`config.mk`:
```
export PLATFORM = sky130hd
export DESIGN_NAME = sync_ptr_multi
export DESIGN_NICKNAME = d
export VERILOG_FILES = /design/src/rtl/afifo_sync_pkg.sv /design/src/rtl/sync_ptr_chan.sv /design/src/rtl/sync_ptr_multi.sv
export SDC_FILE = /design/constraint.sdc
export NUM_CORES = 1
export LEC_CHECK = 0
export BUFFER_PORTS_ARGS = -buffer_cell sky130_fd_sc_hd__buf_2
export CAP_MARGIN = 25
export CORE_AREA = 2 2 53 55
export CTS_BUF_LIST = sky130_fd_sc_hd__clkbuf_4
export DETAILED_ROUTE_END_ITERATION = 16
export DIE_AREA = 0 0 55 57
export PLACE_DENSITY = 0.56
export SYNTH_ARGS = -nofsm -noshare
export SYNTH_HDL_FRONTEND = slang
export SYNTH_HIERARCHICAL = 1
export SYNTH_SLANG_ARGS = --single-unit
```
`constraint.sdc`:
```
create_clock -name wclk -period 5 [get_ports wclk]
set_input_delay 0.25 -clock wclk [delete_from_list [all_inputs] [get_ports wclk]]
set_output_delay 0.25 -clock wclk [all_outputs]
set_load 0.1 [all_outputs]
```
`src/rtl/afifo_sync_pkg.sv`:
```
// afifo_sync_pkg: shared gray/binary helpers and synchronizer depth bounds
package afifo_sync_pkg;
  localparam int MAXW = 32;
  localparam int SYNC_MIN = 2;
  localparam int SYNC_MAX = 4;
  function automatic logic [MAXW-1:0] gray2bin(input logic [MAXW-1:0] g);
    logic [MAXW-1:0] b;
    b[MAXW-1] = g[MAXW-1];
    for (int i = MAXW - 2; i >= 0; i--) b[i] = b[i+1] ^ g[i];
    return b;
  endfunction
  function automatic logic [MAXW-1:0] bin2gray(input logic [MAXW-1:0] b);
    return b ^ (b >> 1);
  endfunction
endpackage

```
`src/rtl/sync_ptr_chan.sv`:
```
// sync_ptr_chan: one gray-pointer synchronizer channel with delta, advance and jump error
module sync_ptr_chan
  import afifo_sync_pkg::*;
#(
  parameter int ADDRSIZE = 4,
  parameter int SYNC_STAGES = 2,
  localparam int PW = ADDRSIZE + 1
) (
  input  logic          wclk,
  input  logic          wrst,
  input  logic [PW-1:0] rptr_gray,
  input  logic          err_clr,
  output logic [PW-1:0] wq_rptr_gray,
  output logic [PW-1:0] wq_rptr_bin,
  output logic [PW-1:0] ptr_delta,
  output logic          ptr_adv,
  output logic          ptr_err
);
  localparam logic [PW-1:0] DEPTH = PW'(1 << ADDRSIZE);
  logic [SYNC_STAGES-1:0][PW-1:0] chain;
  logic [PW-1:0] g2b, delta;
  assign wq_rptr_gray = chain[SYNC_STAGES-1];
  assign g2b = PW'(gray2bin(MAXW'(wq_rptr_gray)));
  assign delta = g2b - wq_rptr_bin;
  // sync chain, binary conversion, delta/advance and sticky error (set beats clear)
  always_ff @(posedge wclk or posedge wrst) begin
    if (wrst) begin
      chain <= '0;
      wq_rptr_bin <= '0;
      ptr_delta <= '0;
      ptr_adv <= 1'b0;
      ptr_err <= 1'b0;
    end else begin
      chain <= {chain[SYNC_STAGES-2:0], rptr_gray};
      wq_rptr_bin <= g2b;
      ptr_delta <= delta;
      ptr_adv <= delta != '0;
      ptr_err <= (delta > DEPTH) | (ptr_err & ~err_clr);
    end
  end
endmodule

```
`src/rtl/sync_ptr_multi.sv`:
```
// sync_ptr_multi: NCH independent gray-pointer synchronizers sharing the local write clock
module sync_ptr_multi
  import afifo_sync_pkg::*;
#(
  parameter int ADDRSIZE = 4,
  parameter int SYNC_STAGES = 2,
  parameter int NCH = 1,
  localparam int PW = ADDRSIZE + 1
) (
  input  logic              wclk,
  input  logic              wrst,
  input  logic [NCH*PW-1:0] rptr_gray,
  input  logic [NCH-1:0]    err_clr,
  output logic [NCH*PW-1:0] wq_rptr_gray,
  output logic [NCH*PW-1:0] wq_rptr_bin,
  output logic [NCH*PW-1:0] ptr_delta,
  output logic [NCH-1:0]    ptr_adv,
  output logic [NCH-1:0]    ptr_err
);
  if (SYNC_STAGES < SYNC_MIN || SYNC_STAGES > SYNC_MAX) begin : g_bad_stages
    $error("sync_ptr_multi: SYNC_STAGES must be 2..4");
  end
  if (NCH < 1 || NCH > 16) begin : g_bad_nch
    $error("sync_ptr_multi: NCH must be 1..16");
  end
  for (genvar c = 0; c < NCH; c++) begin : g_ch
    sync_ptr_chan #(.ADDRSIZE(ADDRSIZE), .SYNC_STAGES(SYNC_STAGES)) u_chan (
      .wclk(wclk),
      .wrst(wrst),
      .rptr_gray(rptr_gray[c*PW +: PW]),
      .err_clr(err_clr[c]),
      .wq_rptr_gray(wq_rptr_gray[c*PW +: PW]),
      .wq_rptr_bin(wq_rptr_bin[c*PW +: PW]),
      .ptr_delta(ptr_delta[c*PW +: PW]),
      .ptr_adv(ptr_adv[c]),
      .ptr_err(ptr_err[c])
    );
  end
endmodule

```
==> results of run 1 <==
==> worst paths after layout <==
| check | start | endpoint | slack (ns) |
|---|---|---|---|
| setup / recovery | g_ch[0].u_chan/wq_rptr_gray[4] | g_ch[0].u_chan/ptr_adv | 2.05 |
| hold / removal | rptr_gray[2] | g_ch[0].u_chan/chain[2] | 0.04 |
| setup reg to reg | g_ch[0].u_chan/wq_rptr_gray[4] | g_ch[0].u_chan/ptr_adv | 2.05 |
| hold reg to reg | g_ch[0].u_chan/chain[0] | g_ch[0].u_chan/wq_rptr_gray[0] | 0.36 |
| max in group asynchronous | wrst | g_ch[0].u_chan/ptr_err | 4.41 |
| min in group asynchronous | wrst | g_ch[0].u_chan/wq_rptr_gray[2] | 0.08 |
==> layer usage <==
layer  up-vias  wire length [um]  global-route usage [%]
met5         -                 0                       0
met4         0                 0                    2.09
met3         0               118                    4.71
met2        24               582                    12.9
met1       231               503                    9.64
li1        234                 -                       -
==> state kept, by name, summed over array words and instances, names as in the netlist <==
signal                    cells
g_ch.u_chan/ptr_adv           1
g_ch.u_chan/wq_rptr_bin       5
g_ch.u_chan/wq_rptr_gray      5
g_ch.u_chan/chain             5
g_ch.u_chan/ptr_err           1
g_ch.u_chan/ptr_delta         5
==> Yosys cell counts <==
library cell	n	area, um^2
a21oi_1	2	10.0
a32o_1	1	10.0
buf_4	5	37.5
dfrtp_1	22	551
fa_1	1	20.0
ha_1	4	50.1
inv_1	8	30.0
nand2_1	3	11.3
nand2b_1	1	6.26
nor2_1	2	7.51
nor3b_1	1	7.51
o21ai_1	1	5.00
or4_1	2	15.0
xnor2_1	3	26.3
xnor2_2	1	16.3
xor2_1	3	26.3
xor2_2	2	32.5
==> critical path, cell delays in order, from the launching register on <==
cell	delay (ns)
dfrtp_1	0.45
xor2_2	0.25
xor2_2	0.24
xnor2_2	0.20
xor2_1	0.12
ha_1	0.22
fa_1	0.41
nand2b_1	0.16
a21oi_1	0.16
xnor2_1	0.12
or4_1	0.52
==> area by class of cell <==
cell class                      instances  share of cell area (%)
Clock buffer                            3                    2.17
Clock inverter                          1                    2.90
Inverter                                8                    2.90
Multi-Input combinational cell         27                    23.6
Sequential cell                        22                    53.1
Tap cell                               31                    3.74
Timing Repair Buffer                   24                    11.6
==> per-stage QoR <==
step	hold WS (ns)	setup WS [ns]	std cells	cell area, um^2	utilization (%)
floorplan	0.239	2.24	62	862	-
global placement	0.333	2.04	112	983	37.6
detailed placement	0.336	2.01	112	983	37.6
CTS	0.0211	1.97	116	1040	39.6
global route	0.0169	1.83	116	1040	39.6
finish	0.0415	2.05	116	1040	39.6
==> cells by family (layout without fill, tap and decap cells) <==
| logic type | after synthesis | after routing | synth area share, % |
|---|---|---|---|
| flip-flops | 22 | 22 | 63.9 |
| XOR/XNOR | 9 | 9 | 11.8 |
| buffers and inverters | 13 | 36 | 7.84 |
| AO/OA/AOI/OAI | 4 | 4 | 2.90 |
| AND/OR/NAND/NOR | 9 | 9 | 5.52 |
| adder cells (fa/ha/maj) | 5 | 5 | 8.13 |
==> run metrics, run 1 <==
outcome=finished clean; worst reg2reg path depth=10; Reg area=551 um^2; CTS clock-pin slew for the worst setup and hold paths=0.12 ns; Iteration-0 DRC Markers=9; drt pass-1 iters=3; Rows=19; post-DR vias/cell=4.22; Slew @ Worst Pin=0.815 ns; Mapped Cells=62; post_cts resized=0; YS warnings=6; CTS Root Cell=clkbuf_4; Setup TNS=0 ns; # fillers=279; share of cells above drive strength 1=36.5%; HPWL Detailed=914 um; Core Region=0.00262 mm^2; H-Tree Depth=1; critical path class=flip-flop to flip-flop; most common cell after layout, fill and taps aside=buf_2; hold depth=1; All-Layer GR Usage=8.25%; WL/cell=10.4 um; Distinct cells, synth=17; top fanout value on the critical path=4; Syn Area/Cell=13.9 um^2; Tmin final=2.95 ns; post-route antenna net violation count=0; CP required=5.18 ns; drc violations=0; first-pass GRT wire length=1840 um; Max Cap Violations=0; startpoint class of the critical path=flip-flop; Post-CTS Setup Bufs=0; Post-Syn Area=862 um^2; Slew Limit Fails=0; unrepaired setup endpoints after global routing=false; most frequent cells in the layout=24 x buf_2, 22 x dfrtp_1, 8 x inv_1, 4 x ha_1; Clock Path Buffers=2; Top Ports=25; Initial Utilization=33.0%; final setup fails=0; Seq/Total Area, Yosys=63.9%; number of port buffers=24; Crit. End Element=flip-flop; multi-input combinational cell area=244 um^2; total length of routed wires=1210 um; diodes inserted=0; largest net degree at the start of global routing=23; fmax=338 MHz; CTS Buf Count=3; Tcrit/Tclk final=59.1%; hold crit path type=input port to flip-flop; Die Span Y=57 um; vias in the first global route=449; total gr overflow=0; cts-stage hold buffer count=0; routability cong.=0.760; nets@finish=99; die area=0.00314 mm^2; Sink Count=22; Slew HR=45.6%; CP arrival=3.14 ns; Area Growth Syn to Fin=20.2%; antenna violations before repair=0; Worst-Skew Late Latency=0.30 ns; chip width=55 um; CTS tree=done; #FFs+latches synth=22; net count after synthesis=75; Clock Skew=0.00570 ns; Vias=489; Final Hold Violating Endpoints=0
Power of run 1 is left out: the tool's default activity adds up to more than one toggle a clock period on the data nets, which glitch-free logic cannot reach.
==> run 2: changes to the inputs <==
--- a/config.mk
+++ b/config.mk
@@ -11,7 +11,7 @@
 export CTS_BUF_LIST = sky130_fd_sc_hd__clkbuf_4
 export DETAILED_ROUTE_END_ITERATION = 16
 export DIE_AREA = 0 0 55 57
-export PLACE_DENSITY = 0.56
+export PLACE_DENSITY = 0.58
 export SYNTH_ARGS = -nofsm -noshare
 export SYNTH_HDL_FRONTEND = slang
 export SYNTH_HIERARCHICAL = 1
==> constraint.sdc (replaced) <==
create_clock -name wclk -period 2.46 [get_ports wclk]
set_input_delay 0.123 -clock wclk [delete_from_list [all_inputs] [get_ports wclk]]
set_output_delay 0.123 -clock wclk [all_outputs]
set_load 0.1 [all_outputs]
==> run metrics, run 2 (synthesized netlist as in run 1, its figures left out) <==
CP max stage cell=fa_2; Sink Count=22; CP arrival=2.87 ns; nets@finish=115; drt pass-1 iters=4; Slew HR=46.7%; top fanout value on the critical path=2; CTS clock-pin slew for the worst setup and hold paths=0.12 ns; GRT busiest layer=met2; drc violations=0; Tcrit/Tclk final=109%; Top delay family on crit path=adder cells; CP required=2.65 ns; most frequent cells in the layout=24 x buf_2, 22 x dfrtp_1, 10 x buf_4, 8 x inv_1, 6 x dlygate4sd3_1; startpoint class of the critical path=flip-flop; outcome=complete, but fails checks; met1 global-route usage=12.0%; Crit. End Element=flip-flop; hold crit path type=input port to flip-flop; Worst-Skew Late Latency=0.30 ns; vias in the first global route=596; total gr overflow=0; Cell Area, Placed=0.00106 mm^2; fmax=374 MHz; Clock Path Buffers=2; number of port buffers=24; critical path class=flip-flop to flip-flop; Clock Skew=0.00595 ns; Final Hold Violating Endpoints=0; Rows=19; die area=0.00314 mm^2; CP Buf/Inv Count=0; CTS Buf Count=3; routability cong.=0.740; CTS tree=done; Slew @ Worst Pin=0.798 ns; Iteration-0 DRC Markers=5; met3 Track Usage GR=4.71%; share of cells above drive strength 1=48.5%; Die Span Y=57 um; final setup fails=2; minimum hold slack=0.108 ns; hold depth=3; antenna violations before repair=0; Initial Utilization=33.0%; post-route antenna net violation count=0; HPWL Detailed=1000 um; Worst path max stage delay=0.54 ns; Core Region=0.00262 mm^2; M2 GR Usage=17.3%; failing checks=setup timing; Area Growth Syn to Fin=40.8%; # fillers=247; chip width=55 um; worst reg2reg path depth=9; post-DR vias/cell=4.23; Vias=559; Tmin final=2.68 ns; CP cell instances=xor2_2 -> xor2_2 -> xnor2_2 -> xor2_1 -> ha_2 -> fa_2 -> nand2_2 -> or4_4 -> a32o_1; unrepaired setup endpoints after global routing=true; Max Cap Violations=0; WL/cell=10.7 um; final instance area=0.00121 mm^2; largest net degree at the start of global routing=23; All-Layer GR Usage=10.2%; total length of routed wires=1410 um; most common cell after layout, fill and taps aside=buf_2; Slew Limit Fails=0; Top Ports=25; critical path depth=9; CTS Root Cell=clkbuf_4; H-Tree Depth=1; CP dominant cell by count=xor2_2; setup ws final=-0.217 ns; first-pass GRT wire length=2290 um; diodes inserted=0
==> run 2: timing repair <==
action                     4_1_cts  5_1_grt
hold endpoints to repair        27        0
hold buffers                     6        0
buffers inserted                 1        1
pin swaps                       10        8
resized for setup                1        4
setup endpoints to repair        2        3
==> run 2: worst reg2reg max path: cells and delay by family (launching register included) <==
kind | cells | cell delay [ns]
compound gates | 1 | 0.23
xor+xnor | 4 | 0.71
fa+ha+maj | 2 | 0.73
flops | 1 | 0.43
simple gates | 2 | 0.47
==> run 2: per-layer routing <==
layer,vias to the layer above,wire length (um)
met5,-,0
met4,0,0
met3,0,103
met2,24,761
met1,267,544
li1,268,-
==> run 2: stage by stage <==
step / utilization [%] / TNS (ns) / setup slack, ns / std cells
after global placement: 40.6 / -0.449 / -0.233 / 121
after CTS: 45.5 / -0.488 / -0.245 / 132
final: 46.4 / -0.391 / -0.217 / 132
after detailed placement: 40.6 / -0.516 / -0.268 / 121
after global routing: 46.4 / -0.588 / -0.315 / 132
after floorplan: - / -0.544 / -0.272 / 62
==> run 2: area by class of cell <==
cell class	count	area, um^2	area share (%)
flip-flops and latches	22	551	45.4
multi-input cells	27	287	23.6
clock buffers	3	22.5	1.86
well taps	31	38.8	3.20
repair buffers	40	255	21.0
inverters	8	30.0	2.47
clock inverters	1	30.0	2.47
==> run 2: worst paths after layout <==
check	slack [ns]	endpoint	startpoint
max	-0.22	g_ch[0].u_chan/ptr_err	g_ch[0].u_chan/wq_rptr_gray[3]
min	0.11	g_ch[0].u_chan/ptr_err	err_clr
max reg2reg	-0.22	g_ch[0].u_chan/ptr_err	g_ch[0].u_chan/wq_rptr_gray[3]
min reg2reg	0.36	g_ch[0].u_chan/wq_rptr_gray[0]	g_ch[0].u_chan/chain[0]
max in group asynchronous	1.46	g_ch[0].u_chan/ptr_adv	wrst
min in group asynchronous	0.50	g_ch[0].u_chan/wq_rptr_gray[1]	wrst
Power of run 2 is left out for the same reason.
==> run 3: changes to the inputs <==
--- a/config.mk
+++ b/config.mk
@@ -12,6 +12,7 @@
 export DETAILED_ROUTE_END_ITERATION = 16
 export DIE_AREA = 0 0 55 57
 export PLACE_DENSITY = 0.58
+export REMOVE_ABC_BUFFERS = 1
 export SYNTH_ARGS = -nofsm -noshare
 export SYNTH_HDL_FRONTEND = slang
 export SYNTH_HIERARCHICAL = 1
==> run metrics, run 3 (synthesized netlist as in run 1, its figures left out) <==
outcome=complete, but fails checks; failing checks=setup timing; Crit. End Element=flip-flop; CP required=2.66 ns; Cell Area, Placed=0.00105 mm^2; startpoint class of the critical path=flip-flop; CTS clock-pin slew for the worst setup and hold paths=0.11 ns; Rows=19; met3 Track Usage GR=2.88%; hold endpoint=g_ch[0].u_chan/ptr_err; total length of routed wires=1300 um; Worst-Skew Late Latency=0.30 ns; CP arrival=2.84 ns; Reg-to-Reg End=g_ch[0].u_chan/ptr_err; vias in the first global route=600; Iteration-0 DRC Markers=2; reg2reg start=g_ch[0].u_chan/wq_rptr_gray[3]; Die Span Y=57 um; final setup fails=2; Slew Limit Fails=0; GRT busiest layer=met2; drc violations=0; Layout Cells excl Fill=131; Core Region=0.00262 mm^2; Worst R2R Setup Slack=-0.18 ns; All-Layer GR Usage=10.0%; hold depth=3; Clock Path Buffers=2; DP Worst Slack=-0.335 ns; final instance area=0.00118 mm^2; post-DR vias/cell=4.08; post-route antenna net violation count=0; routability cong.=0.778; Top Ports=25; critical path class=flip-flop to flip-flop; nets@finish=115; most frequent cells in the layout=24 x buf_2, 22 x dfrtp_1, 10 x buf_4, 8 x inv_1, 6 x dlygate4sd3_1; hold_sp=err_clr; Tmin final=2.64 ns; hold crit path type=input port to flip-flop; Clock Skew=0.00481 ns; most common cell after layout, fill and taps aside=buf_2; unrepaired setup endpoints after global routing=true; M2 GR Usage=17.2%; Final Core Density=45.3%; total gr overflow=0; top fanout value on the critical path=2; Max Cap Violations=0; setup ws final=-0.183 ns; share of cells above drive strength 1=48.0%; CTS Root Cell=clkbuf_4; diodes inserted=0; chip width=55 um; worst reg2reg path depth=9; drt pass-1 iters=2; WL/cell=9.95 um; largest net degree at the start of global routing=23; Vias=535; Area Growth Syn to Fin=37.3%; die area=0.00314 mm^2; CTS tree=done; Initial Utilization=33.0%; Slew HR=46.7%; Final Hold Violating Endpoints=0; antenna violations before repair=0; Sink Count=22; number of port buffers=24; met1 global-route usage=11.3%; CTS Buf Count=3; fmax=378 MHz; Slew @ Worst Pin=0.798 ns; first-pass GRT wire length=2300 um; Placed Cells=121; H-Tree Depth=1; Tcrit/Tclk final=107%
==> run 3: routing by layer <==
layer  vias up  wire length (um)
li1        266                 -
met1       250               518
met2        19               697
met3         0                88
met4         0                 0
met5         -                 0
==> run 3: final cells by class <==
| cell class | count | area, um^2 |
|---|---|---|
| fillers | 262 | 1430 |
| flip-flops and latches | 22 | 551 |
| multi-input cells | 27 | 287 |
| repair buffers | 40 | 255 |
| well taps | 31 | 38.8 |
| inverters | 8 | 30.0 |
| clock buffers | 3 | 22.5 |
==> run 3: per-stage QoR <==
step	hold WS [ns]	TNS, ns
2_1_floorplan	0.112	-3.20
3_3_place_gp	0.232	-0.494
3_5_place_dp	0.232	-0.586
4_1_cts	0.102	-0.472
5_1_grt	0.116	-0.616
6_report	0.107	-0.361
==> run 3: what timing repair did <==
item | in CTS | in global routing
hold endpoints to repair | 27 | 0
gates cloned | 0 | 0
resized for setup | 5 | 4
setup buffers | 0 | 1
setup endpoints to repair | 2 | 2
hold buffers | 6 | 0
pin swaps | 2 | 3
==> run 3: critical path: stages (launching register included) <==
cell     delay, ns
dfrtp_1       0.42
xor2_2        0.22
xor2_2        0.21
xnor2_2       0.09
xor2_1        0.14
ha_2          0.19
fa_2          0.54
nand2_2       0.05
or4_1         0.40
a32o_1        0.27
==> run 3: worst max path at each step <==
stage / endpoint / from
2_1_floorplan: g_ch[0].u_chan/ptr_adv / g_ch[0].u_chan/wq_rptr_gray[4]
3_3_place_gp: g_ch[0].u_chan/ptr_adv / g_ch[0].u_chan/wq_rptr_gray[3]
3_5_place_dp: g_ch[0].u_chan/ptr_adv / g_ch[0].u_chan/wq_rptr_gray[3]
4_1_cts: g_ch[0].u_chan/ptr_adv / g_ch[0].u_chan/wq_rptr_gray[4]
5_1_grt: g_ch[0].u_chan/ptr_adv / g_ch[0].u_chan/wq_rptr_gray[3]
6_report: g_ch[0].u_chan/ptr_err / g_ch[0].u_chan/wq_rptr_gray[3]
Power of run 3 is left out for the same reason.
